File: config.mk
export PLATFORM = sky130hd
export DESIGN_NAME = wave_seq_ctrl
export DESIGN_NICKNAME = d
export VERILOG_FILES = /design/src/rtl/wave_seq_ctrl.sv
export SDC_FILE = /design/constraint.sdc
export NUM_CORES = 1
export LEC_CHECK = 0
export CAP_MARGIN = 20
export CORE_UTILIZATION = 52
export CTS_CLUSTER_DIAMETER = 60
export DETAILED_ROUTE_END_ITERATION = 10
export PLACE_DENSITY_LB_ADDON = 0.05
export SLEW_MARGIN = 40
export SYNTH_ARGS = -nofsm -noshare
export SYNTH_HDL_FRONTEND = slang
export SYNTH_SLANG_ARGS = --single-unit
File: constraint.sdc
create_clock -name clk -period 2.14 [get_ports clk]
set_input_delay 0.642 -clock clk [delete_from_list [all_inputs] [get_ports clk]]
set_output_delay 0.642 -clock clk [all_outputs]
set_load 0.1 [all_outputs]
File: src/rtl/wave_seq_ctrl.sv
// Phase-accumulator sequencer for a quarter-wave sine memory.
// Produces read address, quadrant negate flag and wrap pulse.
module wave_seq_ctrl #(
    parameter int ADDR_WIDTH  = 7,
    parameter int PHASE_WIDTH = 16,
    parameter int DIV_WIDTH   = 8,
    parameter int INC_RESET   = 512
) (
    input  logic                   clk,
    input  logic                   rst,
    input  logic                   cfg_valid,
    output logic                   cfg_ready,
    input  logic [PHASE_WIDTH-1:0] cfg_phase_inc,
    input  logic [DIV_WIDTH-1:0]   cfg_div,
    input  logic                   start,
    input  logic                   stop,
    output logic [ADDR_WIDTH-1:0]  rom_addr,
    output logic                   sample_valid,
    output logic                   negate,
    output logic                   wrap,
    output logic                   busy
);

    typedef enum logic [1:0] {
        IDLE,
        RUN,
        STOPPING
    } state_t;

    state_t state;
    state_t state_nx;

    logic [PHASE_WIDTH-1:0] phase;
    logic [PHASE_WIDTH-1:0] inc;
    logic [PHASE_WIDTH-1:0] pend_inc;
    logic [DIV_WIDTH-1:0]   div;
    logic [DIV_WIDTH-1:0]   div_cnt;
    logic [DIV_WIDTH-1:0]   pend_div;
    logic                   pending;
    logic                   neg_d;
    logic                   tick_q;

    logic                   tick;
    logic                   carry;
    logic                   cfg_acc;
    logic [PHASE_WIDTH:0]   sum;
    logic [1:0]             quad;
    logic [ADDR_WIDTH-1:0]  idx;
    logic [ADDR_WIDTH-1:0]  addr_nx;

    assign busy      = (state != IDLE);
    assign cfg_ready = (state != STOPPING) && !pending;
    assign cfg_acc   = cfg_valid && cfg_ready;
    assign tick      = (state != IDLE) && (div_cnt == div);

    assign sum   = {1'b0, phase} + {1'b0, inc};
    assign carry = sum[PHASE_WIDTH];
    assign quad  = phase[PHASE_WIDTH-1 -: 2];
    assign idx   = phase[PHASE_WIDTH-3 -: ADDR_WIDTH];
    // odd quadrants read the table backwards; ~idx == (2^N-1) - idx
    assign addr_nx = quad[0] ? ~idx : idx;

    // state register
    always_ff @(posedge clk) begin
        if (rst) begin
            state <= IDLE;
        end else begin
            state <= state_nx;
        end
    end

    // next-state: stop only completes on an overflowing tick
    always_comb begin
        state_nx = state;
        unique case (state)
            IDLE:     if (start)          state_nx = RUN;
            RUN:      if (stop)           state_nx = STOPPING;
            STOPPING: if (tick && carry)  state_nx = IDLE;
            default:                      state_nx = IDLE;
        endcase
    end

    // phase accumulator, divider, config shadow and output pipeline
    always_ff @(posedge clk) begin
        if (rst) begin
            phase        <= '0;
            inc          <= PHASE_WIDTH'(INC_RESET);
            div          <= '0;
            div_cnt      <= '0;
            pending      <= 1'b0;
            pend_inc     <= '0;
            pend_div     <= '0;
            rom_addr     <= '0;
            neg_d        <= 1'b0;
            tick_q       <= 1'b0;
            sample_valid <= 1'b0;
            negate       <= 1'b0;
            wrap         <= 1'b0;
        end else begin
            wrap         <= 1'b0;
            tick_q       <= tick;
            sample_valid <= tick_q;
            negate       <= neg_d;
            if (state == IDLE) begin
                div_cnt <= '0;
                if (cfg_acc) begin
                    inc <= cfg_phase_inc;
                    div <= cfg_div;
                end
                if (start) begin
                    phase <= '0;
                end
            end else begin
                div_cnt <= tick ? '0 : div_cnt + 1'b1;
                if (cfg_acc) begin
                    pending  <= 1'b1;
                    pend_inc <= cfg_phase_inc;
                    pend_div <= cfg_div;
                end
                if (tick) begin
                    rom_addr <= addr_nx;
                    neg_d    <= quad[1];
                    phase    <= sum[PHASE_WIDTH-1:0];
                    wrap     <= carry;
                    // new settings only at period boundaries
                    if (carry && pending) begin
                        inc     <= pend_inc;
                        div     <= pend_div;
                        pending <= 1'b0;
                    end
                    if (carry && (state == STOPPING)) begin
                        phase <= '0;
                    end
                end
            end
        end
    end

endmodule
**Yosys cells after proc, flatten, opt, wreduce, memory -nomap -nowiden**

Cells that the tools add are included.

- Output and inout port bits: 12
- Flip-flop bits (word level): 87

- Muxes and demuxes: 20
- Equal/unequal tests: 8
- Bitwise operators: 3
- Add/sub/neg operators: 2
- Reductions and logical operators: 18

Operators by type and width:

| cell | count |
|---|---|
| $mux W16 | 8 |
| $mux W8 | 4 |
| $add A16 B16 Y17 | 1 |
| $ne A2 B2 Y1 const B | 5 |
| $add A8 B1 Y8 const B | 1 |
| $eq A8 B8 Y1 | 1 |
| $mux W7 | 1 |
| $not A7 Y7 | 1 |
| $logic_and A1 B1 Y1 | 6 |
| $mux W2 | 3 |
| $pmux W2 S3 | 1 |
| $reduce_and A2 Y1 | 3 |
| $reduce_and A3 Y1 | 2 |
| $reduce_bool A2 Y1 | 3 |
| $reduce_or A3 Y1 | 2 |
| $mux W1 | 3 |
| $eq A2 B1 Y1 const B | 1 |
| $eq A2 B2 Y1 const B | 1 |
| $logic_not A2 Y1 | 1 |
| $not A1 Y1 | 2 |
| $logic_not A1 Y1 | 1 |

**Longest topological paths before layout**

- Depth in word-level cells: 6
- Gate-level depth with buffers: 11
- Gate-level depth less buffers: 9

**Worst setup path before layout**

OpenSTA, ideal clock, no wires.

- Path kind: register to output
- Start: reg state[0]
- End: out busy
- Cell stages (with the launch flop): 5
- Data arrival time: 1.852 ns
- Slack: -0.354 ns
- Buffers on the path: 2
- Cells stage by stage: dfxtp_1 nor2_1 clkbuf_1 inv_1 clkbuf_1

- Word-level cells in the longest chain between the ends: 1

RTL lines:

| element | line | source |
|---|---|---|
| start: declaration | 30 | `state_t state;` |
| start signal: assignment | 68 | `state <= state_nx;` |
| $reduce_bool A2 Y1 | 51 | `assign busy = (state != IDLE);` |
| end: declaration | 21 | `output logic busy` |

Every way passes these cells.

**Worst setup path after layout**

- Start: reg phase[0]
- End: reg inc[14]

- Word-level cells in the longest chain between the ends: 4

RTL lines:

| element | line | source |
|---|---|---|
| start: declaration | 33 | `logic [PHASE_WIDTH-1:0] phase;` |
| start signal: assignment | 123 | `phase <= sum[PHASE_WIDTH-1:0];` |
| $add A16 B16 Y17 | 56 | `assign sum = {1'b0, phase} + {1'b0, inc};` |
| $logic_and A1 B1 Y1 | 126 | `if (carry && pending) begin` |
| $reduce_bool A2 Y1 (no line) | - |  |
| $reduce_and A3 Y1 (no line) | - |  |
| end signal: assignment | 87 | `inc <= PHASE_WIDTH'(INC_RESET);` |
| end signal: assignment | 107 | `inc <= cfg_phase_inc;` |
| end signal: assignment | 127 | `inc <= pend_inc;` |
| end: declaration | 34 | `logic [PHASE_WIDTH-1:0] inc;` |

Every way passes these cells.
A chain may end at the register's enable or synchronous reset.

==> run metrics <==
number of synthesized flops with an enable pin 0; clk_lat worst skew 0.36 ns; Register-to-Register Setup Slack -0.23 ns; endpoints failing hold 0; unrepaired setup endpoints after global routing yes; number of synthesized register bits 87; Syn Nets 612; Root Driver clkbuf_8; # diodes 0; commonest non-fill, non-tap cell in the layout nand2_1; Clock power frac 32.7%; sequential share of power 46.9%; Critical Path Slowest Stage Cell dfxtp_2; Routed Antenna Nets 0; normalized max-slew margin 63.3%; core area 8300 µm²; Critical Path Source phase[0]; PnR worst setup slack -0.231 ns; WHS Path Cells 1; initial DRC count 175; Final Util 75.5%; Syn Inst Count 565; Area Overhead vs Synth 39.0%; drt via density 5.66; total CTS buffers 9; yosys warns 0; global route hottest layer met2; status finished with violations; TritonCTS clock tree built; Final #Nets 708; DRT Pass-1 Iters 5; CP peak stage delay 0.36 ns; design area 6260 µm²; worst hold path class flip-flop to flip-flop; clock sink count 87; first-pass GRT wire length 19.4 mm; Worst EP required 2.43 ns; ys flop type dfxtp_1; share of cells above drive strength 1 27.3%; GRT overflow 0; vias in the first global route 4,034; most frequent cells in the layout nand2_1 (105), dfxtp_1 (73), buf_4 (71); Arr. time, crit path 2.66 ns; Syn Area/Cell 7.97 µm²; HP Start tick_q; Final Cycle Share 111%; Worst VDD drop 0.000427 V; crit path launch type flip-flop; htree depth 3; count of different cell masters after synthesis 49; R2R Path End inc[14]; clock slew at reported path FFs 0.10 ns; fmax 422 MHz; Leak Pwr 2.44 nW; global-route usage over all layers 28.0%; GR Util met3 6.14%; I/O pin count 41; IO buf count 40; Die X 95.1 µm; Reg2Reg Depth 11; initial antenna violation count 0; cell breakdown of the critical path ha_4 > inv_2 > fa_2 > nand2b_4 > a21o_1 > a211oi_2 > o211ai_1 > buf_6 > buf_16 > a22o_1 > a21oi_2; Critical Path Fanout Max 8; M2 GR Usage 47.5%; DRC viols 0; total of max-cap violations 0; final worst path period need 2.37 ns; Switching Fraction 29.8%; mapped cell area 4510 µm²; final WL 12.3 mm; Post-synth ARST share 0%; Logic pwr share 20.4%; die area 9040 µm²; internal power 2.62 mW; clock skew 0.0136 ns; final HPWL from detailed placement 8.24 mm; Setup CP Type flip-flop to flip-flop; pwr/cell area 596 nW/µm²; TNS Setup -4.72 ns; Hold Path Sink sample_valid; area post-placement 5620 µm²; routed vias 4,365; Buffers & Inverters on Critical Path 3; Post-CTS Hold Buffers 0; die height 95.1 µm; Clock Path Buffers 2; DP Cell Count 745; largest net degree at the start of global routing 30; Final setup viols 28; P_sw 1.11 mW; CP delay by family, top compound AO/OA/AOI/OAI gates; wire per inst 15.9 µm; worst hold margin 0.452 ns; Core Rows 33; Final Instance Count excl. Fillers 771; crit end category flip-flop; FILL cells 637; global placement routability congestion 0.886; pin slew with the least headroom to its limit 0.547 ns; RR Startpoint phase[0]; failing checks negative setup slack; initial core utilization 54.3%; Slew Limit Fails 0; met1 GRT Util 34.8%; sequential fraction of the synthesis area 38.7%
-- state kept, by name, summed over array words and instances (netlist names) --
signal	count
div	8
div_cnt	8
inc	16
neg_d	1
negate	1
pend_div	8
pend_inc	16
pending	1
phase	16
rom_addr	7
sample_valid	1
state	2
tick_q	1
wrap	1
-- worst reg2reg max path, cell delays in order (launching register included) --
cell and delay, ns:
dfxtp_2 0.36, ha_4 0.14, inv_2 0.03, fa_2 0.33, nand2b_4 0.15, a21o_1 0.18, a211oi_2 0.27, o211ai_1 0.15
buf_6 0.19, buf_16 0.14, a22o_1 0.22, a21oi_2 0.13
-- power groups by stage --
stage	Sequential, mW	Combinational, mW	Clock (mW)
after CTS	1.74	0.719	1.24
final	1.75	0.760	1.22
after global routing	1.76	0.829	1.32
after detailed placement	1.77	0.697	0
after floorplan	1.77	0.414	0
after global placement	1.77	0.686	0
-- cells in the mapped netlist (all sizes together) (5+ instances only) --
library cell / count / share of area [%]
nand3: 32 / 3.7
inv: 10 / 0.83
a21o: 6 / 1.0
nand2b: 6 / 0.83
ha: 17 / 4.7
xor2: 6 / 1.2
a22o: 22 / 4.3
buf: 13 / 1.7
nand2: 106 / 8.8
nor2b: 6 / 0.83
and3: 6 / 0.83
clkbuf: 26 / 2.2
a211oi: 7 / 1.3
a22oi: 10 / 1.7
nor2: 50 / 4.2
xnor2: 23 / 4.5
or3: 5 / 0.69
o21ai: 11 / 1.2
dfxtp: 87 / 39
a21oi: 71 / 8.5
-- stage by stage --
step                power (mW)  worst slack (ns)
finish                    3.73            -0.231
global route              3.90            -0.345
CTS                       3.70            -0.194
detailed placement        2.47            -0.200
global placement          2.46            -0.166
floorplan                 2.18           -0.0899
-- kinds of logic after synthesis --
family,count (synthesis),share of synthesized area (%)
muxes,4,0.889
AOI/OAI and AO/OA,152,22.9
and+or+nand+nor,226,22.1
buffers and inverters,49,4.67
xor gates and xnor gates,29,5.64
DFF,87,38.7
adders and majority gates,18,5.17
-- cell type report --
type | instances | area (µm²) | share of cell area, %
clock buffer | 11 | 141 | 2.26
clock inverter | 5 | 65.1 | 1.04
inverter | 10 | 37.5 | 0.599
multi-input combinational | 429 | 2850 | 45.5
sequential | 87 | 1760 | 28.1
tap | 105 | 131 | 2.10
timing repair buffer | 124 | 1280 | 20.4
-- per-layer routing --
layer	part of all wire, %	routed length, µm
met4	2.2	270
met3	4.7	575
met2	49	6060
met5	0	0
met1	44	5380
-- repair_timing --
item / 4_1_cts / 5_1_grt
setup endpoints to repair: 40 / 43
resized for setup: 26 / 37
buffers inserted: 4 / 2
gates cloned: 2 / 2
pin swaps: 14 / 49
-- how the worst max path moves through the flow --
stage / end / slack [ns] / cells after the start
finish: inc[14] / -0.23 / 11
global route: inc[14] / -0.34 / 11
CTS: inc[8] / -0.19 / 11
detailed placement: inc[11] / -0.20 / 11
global placement: div[2] / -0.17 / 9
floorplan: div[1] / -0.09 / 11
Power figures use the tool's default switching activity.
